===== config.mk =====
export PLATFORM = sky130hd
export DESIGN_NAME = led_run_ctrl
export DESIGN_NICKNAME = d
export VERILOG_FILES = /design/src/rtl/led_run_ctrl.sv
export SDC_FILE = /design/constraint.sdc
export NUM_CORES = 1
export LEC_CHECK = 0
export CORE_ASPECT_RATIO = 0.5
export CORE_MARGIN = 2
export CORE_UTILIZATION = 55
export CTS_CLUSTER_DIAMETER = 80
export DETAILED_ROUTE_END_ITERATION = 10
export PLACE_DENSITY = 0.73
export SLEW_MARGIN = 20
export SYNTH_ARGS = -nofsm -noshare
export SYNTH_HDL_FRONTEND = slang
export SYNTH_SLANG_ARGS = --single-unit

===== constraint.sdc =====
create_clock -name clk -period 5.97 [get_ports clk]
set_input_delay 1.194 -clock clk [delete_from_list [all_inputs] [get_ports clk]]
set_output_delay 1.194 -clock clk [all_outputs]
set_load 0.005 [all_outputs]

===== src/rtl/led_run_ctrl.sv =====
// led_run_ctrl: conditions two raw push keys (synchronise + debounce + press
// edge) and drives a one-hot running light through a four-state FSM
// (idle, run left, run right, pause). led and state are registered.
module led_run_ctrl #(
    parameter int LED_W       = 10,
    parameter int DB_CYCLES   = 500000,
    parameter int STEP_CYCLES = 5000000
) (
    input  logic             clk,
    input  logic             rst_n,
    input  logic [1:0]       key,
    output logic [LED_W-1:0] led,
    output logic [1:0]       state
);

    localparam int DB_W = $clog2(DB_CYCLES + 1);
    localparam int ST_W = $clog2(STEP_CYCLES);

    localparam logic [DB_W-1:0]  DB_ZERO   = {DB_W{1'b0}};
    localparam logic [DB_W-1:0]  DB_ONE    = DB_W'(1);
    localparam logic [DB_W-1:0]  DB_MAX    = DB_W'(DB_CYCLES);
    localparam logic [ST_W-1:0]  ST_ZERO   = {ST_W{1'b0}};
    localparam logic [ST_W-1:0]  ST_ONE    = ST_W'(1);
    localparam logic [ST_W-1:0]  STEP_LAST = ST_W'(STEP_CYCLES - 1);
    localparam logic [LED_W-1:0] LED_OFF   = {LED_W{1'b0}};
    localparam logic [LED_W-1:0] LED_FIRST = {{(LED_W-1){1'b0}}, 1'b1};
    localparam logic [LED_W-1:0] LED_LAST  = {1'b1, {(LED_W-1){1'b0}}};

    localparam logic DIR_LEFT  = 1'b0;
    localparam logic DIR_RIGHT = 1'b1;

    typedef enum logic [1:0] {
        ST_IDLE  = 2'b00,
        ST_RUN_L = 2'b01,
        ST_RUN_R = 2'b10,
        ST_PAUSE = 2'b11
    } state_t;

    // Rotate the light one position towards the MSB; the MSB wraps to bit 0.
    function automatic logic [LED_W-1:0] rot_left(input logic [LED_W-1:0] v);
        rot_left = {v[LED_W-2:0], v[LED_W-1]};
    endfunction

    // Rotate the light one position towards the LSB; bit 0 wraps to the MSB.
    function automatic logic [LED_W-1:0] rot_right(input logic [LED_W-1:0] v);
        rot_right = {v[0], v[LED_W-1:1]};
    endfunction

    logic [1:0]      sync1_r;
    logic [1:0]      sync2_r;
    logic [1:0]      stable_r;
    logic [1:0]      stable_d_r;
    logic [DB_W-1:0] db_cnt_r [2];
    logic [1:0]      press_s;
    logic            tick_s;

    state_t          state_r;
    logic [LED_W-1:0] led_r;
    logic            dir_r;
    logic [ST_W-1:0] step_cnt_r;

    // Two-flop synchroniser for the asynchronous key inputs.
    always_ff @(posedge clk or negedge rst_n) begin
        if (!rst_n) begin
            sync1_r <= 2'b00;
            sync2_r <= 2'b00;
        end else begin
            sync1_r <= key;
            sync2_r <= sync1_r;
        end
    end

    // Debounce: a level change is accepted only after DB_CYCLES consecutive
    // cycles of disagreement between synchronised and stable level.
    always_ff @(posedge clk or negedge rst_n) begin
        if (!rst_n) begin
            db_cnt_r[0] <= DB_ZERO;
            db_cnt_r[1] <= DB_ZERO;
            stable_r    <= 2'b00;
            stable_d_r  <= 2'b00;
        end else begin
            stable_d_r <= stable_r;
            for (int i = 0; i < 2; i++) begin
                if (sync2_r[i] == stable_r[i]) begin
                    db_cnt_r[i] <= DB_ZERO;
                end else if (db_cnt_r[i] == DB_MAX) begin
                    stable_r[i] <= sync2_r[i];
                    db_cnt_r[i] <= DB_ZERO;
                end else begin
                    db_cnt_r[i] <= db_cnt_r[i] + DB_ONE;
                end
            end
        end
    end

    // One-cycle press pulses on a debounced 0->1 edge; releases are ignored.
    always_comb begin
        press_s = stable_r & ~stable_d_r;
    end

    // Step tick: last count of the step period (only acted on in RUN states).
    always_comb begin
        tick_s = (step_cnt_r == STEP_LAST);
    end

    // Main FSM with registered led, direction memory and step timer.
    // A simultaneous press of both keys overrides everything; any press
    // overrides a step that falls in the same cycle.
    always_ff @(posedge clk or negedge rst_n) begin
        if (!rst_n) begin
            state_r    <= ST_IDLE;
            led_r      <= LED_OFF;
            dir_r      <= DIR_LEFT;
            step_cnt_r <= ST_ZERO;
        end else if (press_s == 2'b11) begin
            state_r    <= ST_IDLE;
            led_r      <= LED_OFF;
            step_cnt_r <= ST_ZERO;
        end else begin
            case (state_r)
                ST_IDLE: begin
                    step_cnt_r <= ST_ZERO;
                    if (press_s[0]) begin
                        state_r <= ST_RUN_L;
                        led_r   <= LED_FIRST;
                    end else if (press_s[1]) begin
                        state_r <= ST_RUN_R;
                        led_r   <= LED_LAST;
                    end else begin
                        led_r   <= LED_OFF;
                    end
                end
                ST_RUN_L: begin
                    if (press_s[0]) begin
                        state_r    <= ST_RUN_R;
                        step_cnt_r <= ST_ZERO;
                    end else if (press_s[1]) begin
                        state_r    <= ST_PAUSE;
                        dir_r      <= DIR_LEFT;
                        step_cnt_r <= ST_ZERO;
                    end else if (tick_s) begin
                        led_r      <= rot_left(led_r);
                        step_cnt_r <= ST_ZERO;
                    end else begin
                        step_cnt_r <= step_cnt_r + ST_ONE;
                    end
                end
                ST_RUN_R: begin
                    if (press_s[0]) begin
                        state_r    <= ST_RUN_L;
                        step_cnt_r <= ST_ZERO;
                    end else if (press_s[1]) begin
                        state_r    <= ST_PAUSE;
                        dir_r      <= DIR_RIGHT;
                        step_cnt_r <= ST_ZERO;
                    end else if (tick_s) begin
                        led_r      <= rot_right(led_r);
                        step_cnt_r <= ST_ZERO;
                    end else begin
                        step_cnt_r <= step_cnt_r + ST_ONE;
                    end
                end
                ST_PAUSE: begin
                    step_cnt_r <= ST_ZERO;
                    if (press_s[1]) begin
                        state_r <= (dir_r == DIR_RIGHT) ? ST_RUN_R : ST_RUN_L;
                    end else if (press_s[0]) begin
                        state_r <= ST_IDLE;
                        led_r   <= LED_OFF;
                    end else begin
                        state_r <= ST_PAUSE;
                    end
                end
                default: begin
                    state_r    <= ST_IDLE;
                    led_r      <= LED_OFF;
                    dir_r      <= DIR_LEFT;
                    step_cnt_r <= ST_ZERO;
                end
            endcase
        end
    end

    assign led   = led_r;
    assign state = state_r;

endmodule


# Word level (Yosys, flattened, before mapping)
# Index checks and enable logic that the tools add are counted.
[totals]
reg_bits = 82
input_bits = 4
out_inout_bits = 12
elab_cells = 85
[classes]
add_sub_neg = 3
eq_ne = 22
muxes = 36
bitwise_logic = 5
n_reduce_logical = 8
[op_table]
columns = ["op", "n"]
rows = [
  ["2-to-1 mux 10 bit", 11],
  ["2-to-1 mux 23 bit", 4],
  ["2-to-1 mux 19 bit", 4],
  ["one-hot mux 23 bit (2 select lines)", 1],
  ["one-hot mux 10 bit (4 select lines)", 1],
  ["adder 19 x 1 -> 19 bit (second input constant)", 2],
  ["== test 19 bit (second input constant)", 2],
  ["!= test 3 bit (second input constant)", 8],
  ["adder 23 x 1 -> 23 bit (second input constant)", 1],
  ["== test 23 bit (second input constant)", 1],
  ["2-to-1 mux 2 bit", 9],
  ["!= test 2 bit (second input constant)", 4],
  ["one-hot mux 2 bit (4 select lines)", 1],
  ["AND reduction 8 bit", 1],
  ["== test 2 bit (second input constant)", 3],
  ["AND reduction 6 bit", 1],
  ["2-to-1 mux 1 bit", 4],
  ["!= test 4 bit (second input constant)", 1],
  ["AND reduction 2 bit", 2],
  ["OR reduction 2 bit", 2],
  ["NOT 1 bit", 3],
  ["AND 2 bit", 1],
  ["== test 1 bit", 2],
  ["== test 2 x 1 -> 1 bit (second input constant)", 1],
  ["4 further kinds", 4],
]

# Depth between registers and ports, before layout
# Gate-level depths: netlist (run 1).
[logic_depth]
depth_word = 6
ltp_mapped = 9

# Worst setup path after synthesis (run 1)
# No wires, ideal clock.
[synth_path]
path_type = "reg-to-reg"
from = "reg step_cnt_r[10]"
to = "reg led_r[0] (netlist: led[0])"
arrival_time_ns = 2.051
required_time_ns = 5.845
path_slack_ns = 3.794
stages_incl_launch_ff = 6
path_buffers = 0
synth_period_minus_slack_ns = 2.176
path_cell_list = "dfrtp_1 > or4_1 > nor4_1 > nand3_1 > o31ai_4 > mux2_2"
[synth_between]
elab_chain_cells = 3
elab_cells_between_ends = 4
classes_between = "eq/ne: 3; reduce/logical: 1"
[synth_lines]
columns = ["element", "line_no", "text"]
rows = [
  ["from (decl)", "60", "logic [ST_W-1:0] step_cnt_r;"],
  ["from (signal assigned)", "145", "step_cnt_r <= step_cnt_r + ST_ONE;"],
  ["from (signal assigned)", "160", "step_cnt_r <= step_cnt_r + ST_ONE;"],
  ["== test 23 bit (*)", "103", "tick_s = (step_cnt_r == STEP_LAST);"],
  ["!= test 3 bit (no source line)", "n/a", ""],
  ["AND reduction 8 bit (no source line) (*)", "n/a", ""],
  ["to (signal assigned)", "142", "led_r <= rot_left(led_r);"],
  ["to (signal assigned)", "157", "led_r <= rot_right(led_r);"],
  ["to (decl)", "58", "logic [LED_W-1:0] led_r;"],
]
# Mark *: on every way between the ends. The rest lies on a longest branch, timed or not.
# A chain may end at the register's enable or synchronous reset.

# Worst setup path after layout (run 1)
[layout_path]
from = "reg led_r[9] (netlist: led[9])"
to = "out led[9]"
[layout_rtl]
columns = ["element", "line_no", "text"]
rows = [
  ["to (decl)", "12", "output logic [LED_W-1:0] led,"],
]
# No word-level cell between the ends.

==> results of run 1 <==
==> layer usage <==
metal  part of all wire (%)  global-route usage [%]  vias to the layer above  wire [um]
li1                       -                       -                     1415          -
met1                     47                    24.8                     1430       3570
met2                     49                    34.2                       41       3700
met3                    3.1                    7.02                        8        237
met4                   0.89                    6.67                        0         67
met5                      0                       0                        -          0
==> through the flow <==
step / hold WS, ns / cells
CTS: 0.352 / 515
floorplan: 0.331 / 399
finish: 0.348 / 515
global route: 0.364 / 515
detailed placement: 0.339 / 499
global placement: 0.335 / 499
==> report_power, final <==
group	switching, mW	internal (mW)	total, mW
Combinational	0.0179	0.00646	0.0243
Clock	0.213	0.292	0.506
Sequential	0.00632	0.561	0.567
==> registers in the layout, indices dropped and copies added, names as in the netlist <==
| register | count |
|---|---|
| dir_r | 1 |
| stable_d_r | 2 |
| db_cnt_r | 38 |
| sync1_r | 2 |
| led | 10 |
| step_cnt_r | 23 |
| state | 2 |
| stable_r | 2 |
| sync2_r | 2 |
==> cell usage after synthesis, drive strengths merged, types with 8 or more instances <==
cell type   n
nor2       81
nand2      20
inv        12
nand3      25
a22oi       8
nor3        8
dfrtp      82
xnor2      18
xor2       39
nand4      17
and3        9
mux2       12
ha         10
==> worst paths after layout <==
check	depth (start not counted)	slack [ns]	endpoint	startpoint
max	1	3.50	led[9]	led[9]
min	0	0.35	sync2_r[0]	sync1_r[0]
max reg2reg	5	3.53	led[7]	step_cnt_r[10]
min reg2reg	0	0.35	sync2_r[0]	sync1_r[0]
max in group asynchronous	1	4.57	step_cnt_r[19]	rst_n
min in group asynchronous	1	0.88	db_cnt_r[3]	rst_n
==> cell families after synthesis <==
group | synth area share (%)
simple gates | 22.5
mux | 3.33
compound gates | 5.56
flops | 50.6
xor+xnor | 12.3
buf+inv | 2.56
fa+ha+maj | 3.09
==> worst reg2reg max path, delay by kind of cell, from the launching register on <==
kind,cells,cell delay [ns]
compound gates,1,0.51
mux,1,0.40
simple gates,3,0.97
flops,1,0.44
==> area by class of cell <==
class	count	area [um^2]	area share (%)
Sequential cell	82	2050	45.2
Multi-Input combinational cell	294	1900	41.8
Clock buffer	12	246	5.43
Timing Repair Buffer	15	151	3.34
Tap cell	96	120	2.65
Inverter	12	45.0	0.992
Clock inverter	4	27.5	0.606
==> results_dict.tcl, run 1 <==
set metrics [dict create \
    hold_path.class "flop to flop" \
    fin_area_um2 4540 \
    cts.clk_slew.worst_paths_ns 0.06 \
    post-route-worst-setup-slack_ns 3.50 \
    ys_top_cells_by_area "sky130_fd_sc_hd__dfrtp_1, sky130_fd_sc_hd__xor2_1, sky130_fd_sc_hd__nor2_1, sky130_fd_sc_hd__xnor2_1, sky130_fd_sc_hd__mux2_2" \
    p_leak_nw 1.94 \
    end_kind "output port" \
    setup_total_negative_slack_ns 0 \
    drt-vias-per-instance 5.62 \
    io_buffers 15 \
    max_stage_delay_ns 0.53 \
    synth_edf_count 0 \
    crit_type "flop to output port" \
    upper_clock_frequency_limit_mhz 404 \
    grt_max_degree 83 \
    critical_path_buf_inv_count 1 \
    startpoint_type "flop" \
    timing_hold_violations_final 0 \
    number_of_global_route_vias_before_repair 2860 \
    layout_commonest_cell "sky130_fd_sc_hd__dfrtp_1" \
    grt.overflow.total 0 \
    clock_skew_ns 0.00571 \
    core_area_um2 7240 \
    power.density_nw_per_um2 242 \
    fp.dieArea_um2 8110 \
    flop_and_latch_count_out_of_synthesis 82 \
    timing.critical_path.arrival_ns 1.28 \
    mean_area_per_synthesized_cell_um2 10.2 \
    layout.filler_cells 565 \
    post-synth-top-area-cell "sky130_fd_sc_hd__dfrtp_1" \
    setup_repair_after_global_routing_missed_its_margin "false" \
    dr.first_iter.drc_count 231 \
    grtUsageTotal_pct 20.3 \
    initial_core_util_pct 56.0 \
    antenna_cells 0 \
    critical_path.max_fanout 4 \
    synth_seq_area_share_pct 50.6 \
    hold_buffers 0 \
    dp_worst_setup_slack_ns 3.52 \
    final_layout_size_suffix_gt1_share_pct 7.88 \
    grt_antenna_before_repair 0 \
    path_delay_family "buffers and inverters" \
    worstPathRequired_ns 4.78 \
    post-route-min-period_ns 2.47 \
    final_cell_mix "sky130_fd_sc_hd__dfrtp_1, sky130_fd_sc_hd__nor2_1, sky130_fd_sc_hd__xor2_1" \
    max-slew-margin-rel_pct 39.7 \
    placementRows 22 \
    postSynthCellCount 399 \
    num_cts_buffers 9 \
    finalNetCount 428 \
    cts_setup_buffers 0 \
    iteration_count_of_the_initial_detailed_routing_pass 4 \
    netlist_area_um2 4050 \
    remaining_drc_errors 0 \
    root_buffer "sky130_fd_sc_hd__clkbuf_16" \
    num_io_pins 16 \
    buffer_depth_of_the_longest_clock_path 2 \
    ys.warnings.count 0 \
    synth_async_sr_flop_share_pct 100 \
    crit_chain "clkdlybuf4s50_1" \
    detailedPlacementHpwl_um 4960 \
    power.total_mw 1.10 \
    setup_viol_count_final 0 \
    synthDominantCellAreaShare_pct 50.6 \
    period_share_pct 41.5 \
    post-route-util_pct 62.7 \
    die_y_um 64.7 \
    critPathSlowestCell "sky130_fd_sc_hd__clkdlybuf4s50_1" \
    cts_resized 0 \
    dr_total_vias 2894 \
    max-vdd-ir-drop_uv 151 \
    syn_to_final_growth_pct 12.0 \
    post_synth_num_cell_types 39 \
    routed_wire_length_per_instance_um 14.7 \
    cts.htree.levels 3 \
    primary_flip_flop_cell_chosen_by_synthesis_mapping "sky130_fd_sc_hd__dfrtp_1" \
    clock_insertion_delay_worst_skew_ns 0.33 \
    placed_standard_cell_area_um2 4260 \
    synth.net_count 413 \
    grt_pass1_wl_um 12900 \
    status "finished clean" \
    dieWidth_um 125 \
    globalplace.congestion 0.837 \
    clock_sink_count 82 \
    antenna_left 0 \
    timing.max_cap.violations 0 \
    slew_violations 0 \
    cts_tree "built" \
    max_slew.worst_pin.slew_ns 0.902 \
    route.final.wire_length_um 7570 \
]
Power figures use the tool's default switching activity.
==> run 2: changes to the inputs <==
--- a/config.mk
+++ b/config.mk
@@ -10,7 +10,7 @@
 export CORE_UTILIZATION = 55
 export CTS_CLUSTER_DIAMETER = 80
 export DETAILED_ROUTE_END_ITERATION = 10
-export PLACE_DENSITY = 0.73
+export PLACE_DENSITY = 0.76
 export SLEW_MARGIN = 20
 export SYNTH_ARGS = -nofsm -noshare
 export SYNTH_HDL_FRONTEND = slang
==> constraint.sdc (replaced) <==
create_clock -name clk -period 2.2 [get_ports clk]
set_input_delay 0.44 -clock clk [delete_from_list [all_inputs] [get_ports clk]]
set_output_delay 0.44 -clock clk [all_outputs]
set_load 0.005 [all_outputs]
==> run 2 against run 1 <==
- flip-flop and latch count stayed put
- largest cell class unchanged
- via count is 3.2% higher
- largest power group unchanged
- highest routed layer unchanged
- sequential share of layout area is 1.6 points lower
- critical endpoint is now led[1]
==> results_dict.tcl, run 2 (synthesized netlist as in run 1, its figures left out) <==
set metrics [dict create \
    dr_total_vias 2988 \
    final_layout_size_suffix_gt1_share_pct 11.8 \
    power.switching_mw 0.653 \
    grtUsageTotal_pct 21.6 \
    grt_max_degree 49 \
    critical_path_buf_inv_count 1 \
    comb_power_share_pct 2.4 \
    critical_path.max_fanout 10 \
    hold_buffers 0 \
    largest_register_ff_count 38 \
    power.density_nw_per_um2 647 \
    num_cts_buffers 9 \
    grt.overflow.total 0 \
    hold_path.class "input pin to asynchronous set/reset pin" \
    met1_length_um 3610 \
    initial_core_util_pct 56.0 \
    dieWidth_um 125 \
    core_area_um2 7240 \
    clock_power_share_pct 47.2 \
    timing.max_cap.violations 0 \
    power.total_mw 3.05 \
    p_leak_nw 2.04 \
    antenna_left 0 \
    final-instance-count-excl-fill 528 \
    p_seq_share_pct 50.4 \
    die_y_um 64.7 \
    layout_commonest_cell "sky130_fd_sc_hd__dfrtp_1" \
    clock_skew_ns 0.00299 \
    slew_violations 0 \
    max_stage_delay_ns 0.55 \
    number_of_global_route_vias_before_repair 2937 \
    post-route-worst-setup-slack_ns 0.0430 \
    status "finished clean" \
    routed_wire_length_per_instance_um 15.1 \
    buffer_depth_of_the_longest_clock_path 2 \
    final_cell_mix "sky130_fd_sc_hd__dfrtp_1, sky130_fd_sc_hd__nor2_1, sky130_fd_sc_hd__xor2_1" \
    detailroute.wirelength.met3_um 319 \
    critPathSlowestCell "sky130_fd_sc_hd__or4_4" \
    finalNetCount 441 \
    placementRows 22 \
    switching_share_of_power_pct 21.4 \
    largest_register "db_cnt_r" \
    post-route-util_pct 65.0 \
    setup_repair_after_global_routing_missed_its_margin "true" \
    cts_resized 0 \
    end_kind "flop" \
    setup_viol_count_final 0 \
    layout.filler_cells 530 \
    syn_to_final_growth_pct 16.1 \
    detailedPlacementHpwl_um 5240 \
    fp.dieArea_um2 8110 \
    post-route-min-period_ns 2.16 \
    dr.first_iter.drc_count 288 \
    clock_sink_count 82 \
    startpoint_type "flop" \
    routed-wl-met2_um 3970 \
    area_taken_by_multi_input_logic_gates_um2 1930 \
    reg2reg_setup_slack_ns 0.04 \
    crit_type "flop to flop" \
    timing_hold_violations_final 0 \
    r2r_end "led[1]" \
    iteration_count_of_the_initial_detailed_routing_pass 5 \
    max-slew-margin-rel_pct 60.6 \
    grt_antenna_before_repair 0 \
    clock_insertion_delay_worst_skew_ns 0.34 \
    p_int_mw 2.39 \
    upper_clock_frequency_limit_mhz 464 \
    final.hold.worst_slack_ns 0.0467 \
    placed_insts 512 \
    cts_setup_buffers 0 \
    globalplace.congestion 0.810 \
    dp_worst_setup_slack_ns 0.0214 \
    cts_tree "built" \
    timing.rr.start "step_cnt_r[16]" \
    crit_chain "or4_4 -> nor4_4 -> nand3_2 -> o31ai_4 -> buf_12 -> mux2_2" \
    timing.critical_path.arrival_ns 2.38 \
    worstPathRequired_ns 2.42 \
    num_io_pins 16 \
    path_delay_family "simple AND/OR/NAND/NOR gates" \
    drt-vias-per-instance 5.66 \
    sequential_cell_area_um2 2050 \
    period_share_pct 98.0 \
    max-vdd-ir-drop_uv 497 \
    max_slew.worst_pin.slew_ns 0.590 \
    reg2regPathDepth 6 \
    io_buffers 15 \
    root_buffer "sky130_fd_sc_hd__clkbuf_16" \
    cts.clk_slew.worst_paths_ns 0.06 \
    route.final.wire_length_um 7990 \
    antenna_cells 0 \
    cts.htree.levels 3 \
    remaining_drc_errors 0 \
    highest-signal-layer "met4" \
    grt_pass1_wl_um 13800 \
]
[run 2: cell types whose count changed in the layout (fill, tap and decap cells not counted), sizes merged]
cell	previous run	this run
clkinvlp	3	2
buf	1	14
clkinv	1	2
[run 2: power groups by stage]
stage / Clock [mW] / Combinational (mW) / Sequential [mW]
3_5_place_dp: 0 / 0.0750 / 1.56
2_1_floorplan: 0 / 0.0290 / 1.56
4_1_cts: 1.46 / 0.0756 / 1.54
3_3_place_gp: 0 / 0.0700 / 1.56
6_report: 1.44 / 0.0717 / 1.54
5_1_grt: 1.53 / 0.0847 / 1.54
[run 2: per-stage QoR]
step | TNS [ns] | cell area, um^2
4_1_cts | 0 | 4680
3_3_place_gp | 0 | 4380
5_1_grt | -0.248 | 4710
3_5_place_dp | 0 | 4380
6_report | 0 | 4710
2_1_floorplan | 0 | 4050
[run 2: layout make-up]
class	instances	area share (%)
clock buffers	12	5.66
clock inverters	4	0.532
inverters	12	0.957
multi-input cells	294	41.0
flip-flops and latches	82	43.6
well taps	96	2.55
repair buffers	28	5.74
[run 2: worst max-delay path by stage]
stage	endpoint	slack, ns	startpoint	cells past startpoint
floorplan	led[0]	0.02	step_cnt_r[10]	5
global placement	led[5]	0.05	step_cnt_r[16]	6
detailed placement	led[4]	0.02	step_cnt_r[16]	6
CTS	led[4]	0.01	step_cnt_r[16]	6
global route	led[8]	-0.03	step_cnt_r[16]	6
finish	led[1]	0.04	step_cnt_r[16]	6
[run 2: layer usage]
metal | global-route usage [%] | vias up
met5 | 0 | -
met4 | 7.64 | 0
met3 | 6.19 | 8
met2 | 36.3 | 59
met1 | 27.2 | 1482
li1 | - | 1439
==> run 3: changes to the inputs <==
==> constraint.sdc (replaced) <==
create_clock -name clk -period 2.2 [get_ports clk]
set_input_delay 0.33 -clock clk [delete_from_list [all_inputs] [get_ports clk]]
set_output_delay 0.33 -clock clk [all_outputs]
set_load 0.005 [all_outputs]
==> run 3 against run 2 <==
- die area unchanged
- worst setup slack got worse by 0.035 ns
- global-route usage increased by 0.81 points
- worst hold slack improved by 0.30 ns
- via count increased by 0.94%
- combinational power increased by 4.5%
- sequential share of layout area decreased by 0.59 points
- utilization increased by 0.90 points
- flip-flop and latch count unchanged
- register-to-register slack got worse by 0.04 ns
- final area increased by 1.4%
- critical path depth unchanged
==> results_dict.tcl, run 3 (synthesized netlist as in run 1, its figures left out) <==
set metrics [dict create \
    post-route-worst-setup-slack_ns 0.00798 \
    highest-signal-layer "met4" \
    hold_path.class "flop to flop" \
    antenna_left 0 \
    max-slew-margin-rel_pct 60.4 \
    upper_clock_frequency_limit_mhz 456 \
    setup_viol_count_final 0 \
    io_buffers 15 \
    syn_to_final_growth_pct 17.8 \
    startpoint_type "flop" \
    grt_antenna_before_repair 0 \
    post-route-util_pct 65.9 \
    dr.first_iter.drc_count 210 \
    dr_total_vias 3016 \
    antenna_cells 0 \
    grt_pass1_wl_um 14400 \
    met1_length_um 3640 \
    period_share_pct 99.6 \
    grt.overflow.total 0 \
    cts.htree.levels 3 \
    post-route-min-period_ns 2.19 \
    cts.clk_slew.worst_paths_ns 0.06 \
    detailedPlacementHpwl_um 5280 \
    max_slew.worst_pin.slew_ns 0.593 \
    clock_sink_count 82 \
    setup_repair_after_global_routing_missed_its_margin "true" \
    largest_register "db_cnt_r" \
    routed-wl-met2_um 3940 \
    num_cts_buffers 9 \
    buffer_depth_of_the_longest_clock_path 2 \
    die_y_um 64.7 \
    placementRows 22 \
    finalNetCount 443 \
    cts_tree "built" \
    routed_wire_length_per_instance_um 15.1 \
    critical_path.max_fanout 10 \
    reg2reg_setup_slack_ns 0.008 \
    remaining_drc_errors 0 \
    final_cell_mix "sky130_fd_sc_hd__dfrtp_1, sky130_fd_sc_hd__nor2_1, sky130_fd_sc_hd__xor2_1" \
    slew_violations 0 \
    grtUsageTotal_pct 22.4 \
    p_leak_nw 2.07 \
    max-vdd-ir-drop_uv 401 \
    worstPathRequired_ns 2.42 \
    dp_worst_setup_slack_ns -0.0609 \
    core_area_um2 7240 \
    globalplace.congestion 0.822 \
    grt_max_degree 39 \
    dieWidth_um 125 \
    placed_standard_cell_area_um2 4400 \
    fp.dieArea_um2 8110 \
    detailroute.wirelength.met3_um 276 \
    drt-vias-per-instance 5.69 \
    iteration_count_of_the_initial_detailed_routing_pass 4 \
    number_of_global_route_vias_before_repair 3182 \
    timing_hold_violations_final 0 \
    route.final.wire_length_um 8010 \
    final_layout_size_suffix_gt1_share_pct 11.8 \
    root_buffer "sky130_fd_sc_hd__clkbuf_16" \
    timing.critical_path.arrival_ns 2.42 \
    timing.max_cap.violations 0 \
    end_kind "flop" \
    crit_type "flop to flop" \
    layout_commonest_cell "sky130_fd_sc_hd__dfrtp_1" \
    power.density_nw_per_um2 693 \
    largest_register_ff_count 38 \
    status "finished clean" \
    clock_skew_ns 0.00626 \
    num_io_pins 16 \
    fin_area_um2 4770 \
    initial_core_util_pct 56.0 \
    clock_insertion_delay_worst_skew_ns 0.35 \
]
-- run 3: cell types whose count changed in the layout (fill, tap and decap cells not counted) --
cell and delta:
sky130_fd_sc_hd__bufinv_16 +3, sky130_fd_sc_hd__clkinv_2 +1, sky130_fd_sc_hd__buf_12 +1, sky130_fd_sc_hd__dlygate4sd3_1 +1, sky130_fd_sc_hd__clkbuf_1 +1, sky130_fd_sc_hd__mux2_4 -2, sky130_fd_sc_hd__clkinvlp_4 -2, sky130_fd_sc_hd__mux2_2 +2
sky130_fd_sc_hd__clkbuf_8 -3
-- run 3: final timing paths --
check,to,from,cells after the start
worst max-delay path,led[4],step_cnt_r[16],6
max in group asynchronous,step_cnt_r[13],rst_n,3
worst min register to register,sync2_r[0],sync1_r[0],0
worst min-delay path,sync2_r[0],sync1_r[0],0
min in group asynchronous,db_cnt_r[31],rst_n,2
worst max register to register,led[4],step_cnt_r[16],6
-- run 3: area by class of cell --
cell class	count	area, um^2
clock buffer	10	229
clock inverter	6	105
fill	546	2470
inverter	12	45.0
multi-input combinational	294	1920
sequential	82	2050
tap	96	120
timing repair buffer	30	300
-- run 3: power by group --
group | leakage, nW | switching (mW) | internal, mW
clock network | 0.166 | 0.594 | 1.10
registers | 1.13 | 0.0157 | 1.52
logic | 0.775 | 0.0517 | 0.0231
total | 2.07 | 0.662 | 2.65
-- run 3: routing by layer --
layer	track usage, %	vias up
met4	8.19	0
met1	26.7	1505
met2	38.4	57
met5	0	-
met3	7.68	16
li1	-	1438
-- run 3: repair_timing --
action                                 in CTS  in global routing
gates resized for setup                     2                  2
pin swaps                                   1                  0
endpoints found under the hold margin      36                  0
setup buffers                               0                  0
hold buffers                                1                  0
setup endpoints to repair                  10                 10
gates cloned                                0                  0
-- run 3: critical path, cell delays in order (launching register included) --
cell	delay, ns
sky130_fd_sc_hd__dfrtp_1	0.38
sky130_fd_sc_hd__or4_4	0.55
sky130_fd_sc_hd__nor4_4	0.24
sky130_fd_sc_hd__nand3_2	0.15
sky130_fd_sc_hd__o31ai_4	0.24
sky130_fd_sc_hd__buf_12	0.17
sky130_fd_sc_hd__mux2_2	0.34
-- run 3: through the flow --
stage                     hold slack, ns  total power, mW  instances  setup TNS (ns)
after floorplan                   0.0344             1.59        399               0
after global placement             0.314             1.63        513               0
after global routing               0.368             3.41        530          -0.552
after detailed placement           0.324             1.64        513          -0.415
after CTS                          0.350             3.33        530         -0.0456
final                              0.349             3.31        530               0
